`src/rtl/conv_output_collector.sv`:
```
//==============================================================================
//  Module      : conv_output_collector
//  Description : Output sink for the convolution engine. Requantizes each
//                incoming accumulator (arithmetic shift, optional ReLU,
//                saturation), stores results row-major into an OUT_H x OUT_W
//                buffer, flags frame completion and exposes the buffer through
//                a registered random-access read port.
//  Revision    : 1.0 - initial release
//==============================================================================
`default_nettype none

module conv_output_collector #(
    parameter int DATA_WIDTH = 8,
    parameter int ACC_WIDTH  = 32,
    parameter int OUT_H      = 3,
    parameter int OUT_W      = 3,
    parameter int SHIFT      = 0,
    parameter int RELU       = 1,
    // Derived widths; not intended to be overridden.
    parameter int DEPTH      = OUT_H * OUT_W,
    parameter int ADDR_W     = (DEPTH > 1) ? $clog2(DEPTH) : 1,
    parameter int CNT_W      = $clog2(DEPTH + 1)
) (
    input  logic                         clk,
    input  logic                         rst,
    input  logic                         arm,
    input  logic signed [ACC_WIDTH-1:0]  in_pixel,
    input  logic                         in_valid,
    input  logic        [ADDR_W-1:0]     rd_addr,
    output logic signed [DATA_WIDTH-1:0] rd_data,
    output logic        [CNT_W-1:0]      pixel_count,
    output logic                         frame_done,
    output logic                         overflow,
    output logic                         saturated
);

    // Collector state encoding
    localparam logic [1:0] c_st_idle    = 2'd0;
    localparam logic [1:0] c_st_collect = 2'd1;
    localparam logic [1:0] c_st_full    = 2'd2;

    // Clip limits expressed at accumulator width so the compare is exact
    localparam logic signed [ACC_WIDTH-1:0] c_qmax =
        {{(ACC_WIDTH-DATA_WIDTH+1){1'b0}}, {(DATA_WIDTH-1){1'b1}}};
    localparam logic signed [ACC_WIDTH-1:0] c_qmin =
        {{(ACC_WIDTH-DATA_WIDTH+1){1'b1}}, {(DATA_WIDTH-1){1'b0}}};

    localparam logic [CNT_W-1:0] c_last_cnt = CNT_W'(DEPTH - 1);

    logic [1:0]                   r_state;
    logic [ADDR_W-1:0]            r_wr_ptr;
    logic [CNT_W-1:0]             r_count;
    logic                         r_done;
    logic                         r_ovf;
    logic                         r_sat;
    logic signed [DATA_WIDTH-1:0] r_rd_data;
    logic signed [DATA_WIDTH-1:0] r_mem [DEPTH];

    logic signed [ACC_WIDTH-1:0]  w_shifted;
    logic signed [DATA_WIDTH-1:0] w_q;
    logic                         w_clip;
    logic                         w_wr_en;
    logic                         w_not_collecting;
    logic                         w_rd_in_range;

    assign w_shifted        = in_pixel >>> SHIFT;
    assign w_not_collecting = (r_state == c_st_idle) || (r_state == c_st_full);
    // arm wins over a coincident pixel, so that pixel is never written
    assign w_wr_en          = in_valid && !arm && (r_state == c_st_collect);
    assign w_rd_in_range    = (32'(rd_addr) < 32'(DEPTH));

    // Requantize: ReLU clamp first (not counted as saturation), then clip
    always_comb begin
        w_q    = w_shifted[DATA_WIDTH-1:0];
        w_clip = 1'b0;
        if ((RELU != 0) && (w_shifted < 0)) begin
            w_q = '0;
        end else if (w_shifted > c_qmax) begin
            w_q    = c_qmax[DATA_WIDTH-1:0];
            w_clip = 1'b1;
        end else if (w_shifted < c_qmin) begin
            w_q    = c_qmin[DATA_WIDTH-1:0];
            w_clip = 1'b1;
        end
    end

    // Control FSM, counters and sticky flags
    always_ff @(posedge clk or posedge rst) begin
        if (rst) begin
            r_state  <= c_st_idle;
            r_wr_ptr <= '0;
            r_count  <= '0;
            r_done   <= 1'b0;
            r_ovf    <= 1'b0;
            r_sat    <= 1'b0;
        end else if (arm) begin
            r_state  <= c_st_collect;
            r_wr_ptr <= '0;
            r_count  <= '0;
            r_done   <= 1'b0;
            r_ovf    <= 1'b0;
            r_sat    <= 1'b0;
        end else if (in_valid) begin
            if (w_not_collecting) begin
                r_ovf <= 1'b1;
            end else begin
                r_wr_ptr <= r_wr_ptr + ADDR_W'(1);
                r_count  <= r_count + CNT_W'(1);
                if (w_clip) begin
                    r_sat <= 1'b1;
                end
                if (r_count == c_last_cnt) begin
                    r_state <= c_st_full;
                    r_done  <= 1'b1;
                end
            end
        end
    end

    // Frame buffer write; contents intentionally survive reset and arm
    always_ff @(posedge clk) begin
        if (w_wr_en) begin
            r_mem[r_wr_ptr] <= w_q;
        end
    end

    // Registered read port; non-blocking update gives read-before-write
    always_ff @(posedge clk or posedge rst) begin
        if (rst) begin
            r_rd_data <= '0;
        end else if (w_rd_in_range) begin
            r_rd_data <= r_mem[rd_addr];
        end else begin
            r_rd_data <= '0;
        end
    end

    assign rd_data     = r_rd_data;
    assign pixel_count = r_count;
    assign frame_done  = r_done;
    assign overflow    = r_ovf;
    assign saturated   = r_sat;

endmodule

`default_nettype wire

```
`config.mk`:
```
export PLATFORM = sky130hd
export DESIGN_NAME = conv_output_collector
export DESIGN_NICKNAME = d
export VERILOG_FILES = /design/src/rtl/conv_output_collector.sv
export SDC_FILE = /design/constraint.sdc
export NUM_CORES = 1
export LEC_CHECK = 0
export BUFFER_PORTS_ARGS = -buffer_cell sky130_fd_sc_hd__buf_2
export CAP_MARGIN = 5
export CORE_MARGIN = 1.5
export CORE_UTILIZATION = 60
export DETAILED_ROUTE_END_ITERATION = 16
export GPL_ROUTABILITY_DRIVEN = 0
export HOLD_SLACK_MARGIN = 0.08
export PLACE_DENSITY = 0.91
export SKIP_LAST_GASP = 1
export SLEW_MARGIN = 20
export SYNTH_ARGS = -nofsm -noshare
export SYNTH_HDL_FRONTEND = slang
export SYNTH_SLANG_ARGS = --single-unit
export TNS_END_PERCENT = 100
```
`constraint.sdc`:
```
create_clock -name clk -period 4.6 [get_ports clk]
set_clock_uncertainty 0.2 [all_clocks]
set_input_delay 0.92 -clock clk [delete_from_list [all_inputs] [get_ports clk]]
set_output_delay 0.92 -clock clk [all_outputs]
set_load 0.01 [all_outputs]
```
# Word level (Yosys, flattened, before mapping)

Memory sizes are Yosys's and may differ from the RTL's.
Cells that the tools add are included.

Register bits: 21
Bits in writable memories: 72
Input bits: 40
Memories: 1

Memories:

| memory | words | width | read ports | clocked after Yosys merged registers in | wr ports | line | RTL |
|---|---|---|---|---|---|---|---|
| r_mem  | 9     | 8     | 1          | 0                                       | 1        | 57   | `logic signed [DATA_WIDTH-1:0] r_mem [DEPTH];` |

$add $sub $neg: 2
Order comparisons: 4
Equality and inequality tests: 4
Mux-type cells: 30
Reductions and logical operators: 13

Operators with widths:

| cell                                                                             | number |
|---|---|
| 32-bit by 8-bit greater-than comparator with 1-bit output, second input constant | 1 |
| 32-bit by 1-bit less-than comparator with 1-bit output, second input constant    | 1 |
| 32-bit by 8-bit less-than comparator with 1-bit output, second input constant    | 1 |
| 8-bit two-way mux                                                                | 4 |
| 4-bit two-way mux                                                                | 6 |
| 1-bit two-way mux                                                                | 16 |
| 4-bit by 1-bit adder with 4-bit output, second input constant                    | 2 |
| 2-bit two-way mux                                                                | 4 |
| 2-bit nonzero test                                                               | 4 |
| 3-bit AND reduction                                                              | 2 |
| 4-bit == test, second input constant                                             | 1 |
| 4-bit less-than comparator, second input constant                                | 1 |
| 2-bit AND reduction                                                              | 2 |
| 2-bit by 1-bit == test with 1-bit output, second input constant                  | 1 |
| 2-bit == test, second input constant                                             | 1 |
| 1-bit logical AND                                                                | 2 |
| 2-bit zero test                                                                  | 1 |
| 2-bit inequality test, second input constant                                     | 1 |
| 1-bit zero test                                                                  | 1 |
| 1-bit logical OR                                                                 | 1 |

# Logic depth before layout (Yosys ltp)

Depth in word-level cells: 8
Mapped depth: 6

# Worst setup path before layout

No wires, ideal clock.

Kind: input -> register
From: input in_pixel[16]
To: memory r_mem[0][0] (data pin)
Arrival: 1.755 ns
Required time: 4.115 ns
Setup slack: 2.360 ns
Stages: 4
Cell sequence: nor4_1 -> nand4_1 -> nor3_1 -> nor2_1

Longest elaborated chain between the ends: 4

RTL lines:

| what                                                   | line | RTL |
|---|---|---|
| start, declared                                        | 27   | `input logic signed [ACC_WIDTH-1:0] in_pixel,` |
| 32-bit by 8-bit less-than comparator with 1-bit output | 81   | `end else if (w_shifted < c_qmin) begin` |
| 8-bit two-way mux                                      | 81   |  |
| 8-bit two-way mux                                      | 78   | `end else if (w_shifted > c_qmax) begin` |
| 8-bit two-way mux *                                    | 76   | `if ((RELU != 0) && (w_shifted < 0)) begin` |
| net w_q[0]                                             | 60   | `logic signed [DATA_WIDTH-1:0] w_q;` |
| end, declared                                          | 57   |  |

Mark *: on every way through the listed nets, which the timed path passes. The rest lies on a longest branch.

# Final worst setup path

From: input rd_addr[0]
To: register r_rd_data[1] (netlist: rd_data[1])

Longest elaborated chain between the ends: 2

RTL lines:

| what                                                                | line | RTL |
|---|---|---|
| start, declared                                                     | 29   | `input logic [ADDR_W-1:0] rd_addr,` |
| memory read 9 x 8 bit or 4-bit less-than comparator (tied branches) | -    |  |
| 8-bit two-way mux *                                                 | 131  | `end else if (w_rd_in_range) begin` |
| end signal, assigned                                                | 132  | `r_rd_data <= r_mem[rd_addr];` |
| end, declared                                                       | 56   | `logic signed [DATA_WIDTH-1:0] r_rd_data;` |

Every way passes the cells marked *; elsewhere a longest branch is shown, timed or not.
A chain may end at the register's enable or synchronous reset.

==> impl_metrics.ini <==
[clock_tree]
cts_root_buffer = clkbuf_8
clock_latency_ps = 350
ctsLongestPathBuffers = 2
cts_max_level = 3
cts_made_buffers = 9
tritoncts = done
hold_buffers = 0
cts-resized-gates = 0
clk_pin_slew_ps = 100
cts_setup_buffers = 0
cts.sinks = 92

[power]
power_density_nw_per_um2 = 367
peakVddDrop_mv = 0.198
leakagePower_nw = 1.67

[min_path]
min_delay_path_depth = 2
min_path_type = reg2reg
min_from = r_mem[8][3]
hold_end = rd_data[3]

[timing]
maxSlewHeadroom = 0.435
min_period_ps = 2290
setup_viol = 0
hold_viol = 0
fmax_mhz = 436
period_share = 0.499
worst_slew_pin_slew_ps = 847
rsz0062_at_grt = no
drv_slew = 0
fin_setup_tns_ps = 0

[yosys]
synth_seq_cells = 92
yosysWarnings = 0
syn_inst = 232
syn_avg_cell_area_um2 = 16.1
ys_seq_area_frac = 0.715
synth_area_um2 = 3720
ys_types = 33

[detailed_routing]
routed_wl_um = 7100
firstDrtPassIters = 4
drc = 0
vias_per_cell = 5.86
drt_iter0_markers = 157
wire_per_inst_um = 18.8
num_vias = 2208
ant_nets = 0

[critical_path]
ff2ff_path_depth = 3
startpoint_type = primary input
endpoint_kind = flop
r2r-end = r_mem[8][5]
path_class = in2reg
r2r-start = r_state[0]
arrival_ps = 2340
r2r_slack_ps = 2570
required_ps = 4640
crit_fanout = 20

[cells_and_area]
nets = 343
final_cell_mix = 72 x edfxtp_1, 54 x buf_2, 26 x nand2_1
diodes = 0
fin_cells = 377
drive_above_1_share = 0.278
layout_commonest_cell = edfxtp_1
post-route-cell-area_um2 = 4270
area_growth_pct = 14.6

[global_route]
grt_overflow_total = 0
use_met3 = 0.0422
grt_pass1_vias = 2278
use_met2 = 0.393
grtUsageTotal = 0.239
grt_antenna_before_repair = 0
grt_max_degree = 21
grt_first_pass_wirelength_um = 11100
gr-usage-met1 = 0.309
busiest_layer = met2

[floorplan]
num_rows = 28
num_io_pins = 55
die_w_um = 81.8
fp.dieArea_um2 = 6690
die_y_um = 81.8
coreArea_um2 = 5960
initial_core_util = 0.625

[run]
maxCapViolCount = 0

[run_status]
status = finished, final reports clean

[placement]
hpwl_um = 4890
io_buffers = 54
dpl_cell_area_um2 = 4070
dp.cells = 361
==> cell usage after synthesis <==
cell      instances  area share
buf_1             1      0.0010
o221ai_1          3      0.0071
mux4_1            3       0.021
edfxtp_1         72        0.58
buf_2             3      0.0040
dfrtp_1          20        0.13
and3_1            8       0.013
mux2i_1           3      0.0081
a21oi_1           4      0.0054
conb_1            1      0.0010
a22oi_1           5       0.010
a21o_1            1      0.0020
and2_1            1      0.0017
buf_6             2      0.0060
nand2b_1          2      0.0034
ha_1              6       0.020
clkbuf_1          2      0.0020
nor3_1            8       0.011
nor3b_1           1      0.0020
nor4_1            6       0.010
inv_1             6      0.0060
nor2b_1           1      0.0017
and4b_1           1      0.0027
nor4b_2           1      0.0040
xnor2_1           2      0.0047
nand2_1          26       0.026
nor2_1           19       0.019
mux2_2            3      0.0091
o41ai_1           1      0.0024
mux4_2           10       0.060
nand4_1           3      0.0050
a31oi_1           3      0.0050
xor2_1            4      0.0094
==> metal layers <==
layer | part of all wire | wire, um | up-vias
met2 | 0.50 | 3550 | 115
met5 | 0 | 0 | -
li1 | - | - | 1006
met3 | 0.070 | 498 | 7
met1 | 0.42 | 2970 | 1080
met4 | 0.012 | 82 | 0
==> power by group <==
part	total [mW]	switching (mW)	internal [mW]	leakage, nW
clock	0.537	0.284	0.254	0.0958
sequential	0.924	0.00901	0.915	0.911
combinational	0.107	0.0618	0.0447	0.659
==> metrics by stage <==
step                power (mW)  worst slack (ps)  hold WS, ps  utilization
floorplan                 1.01              2360          215            -
global placement          1.04              1970          220        0.683
detailed placement        1.05              1880          231        0.683
CTS                       1.57              2270          245        0.717
global route              1.62              2170          283        0.717
finish                    1.57              2310          246        0.717
==> kinds of logic after synthesis <==
group                    synth area share
flip-flops                          0.715
AND/OR/NAND/NOR                     0.100
multiplexers                       0.0988
AO/OA/AOI/OAI                      0.0319
buffers and inverters              0.0191
adder cells (fa/ha/maj)            0.0202
XOR/XNOR                           0.0141
other                             0.00101
==> critical path, cell delays in order <==
cell,delay [ps]
buf_2,490
mux4_1,650
a22oi_1,170
nand2_1,100
==> cell type report <==
| class | instances | area [um^2] |
|---|---|---|
| flip-flops and latches | 92 | 2660 |
| fillers | 396 | 1690 |
| repair buffers | 54 | 270 |
| well taps | 75 | 93.8 |
| inverters | 6 | 22.5 |
| clock inverters | 7 | 76.3 |
| clock buffers | 9 | 124 |
| multi-input cells | 134 | 1020 |
==> how the worst max path moves through the flow <==
stage	start	endpoint	slack (ps)	cells after the start
6_report	rd_addr[0]	rd_data[1]	2310	4
5_1_grt	rd_addr[0]	rd_data[1]	2170	4
3_5_place_dp	rd_addr[0]	rd_data[1]	1880	4
3_3_place_gp	rd_addr[0]	rd_data[1]	1970	4
2_1_floorplan	in_pixel[16]	r_mem[0][0]	2360	4
4_1_cts	rd_addr[0]	rd_data[1]	2270	4
==> sequential cells by signal, summed over array words and instances (netlist names) <==
name         cells
overflow         1
pixel_count      4
r_mem           72
r_state          2
r_wr_ptr         4
rd_data          8
saturated        1
(Power assumes the default switching activity.)
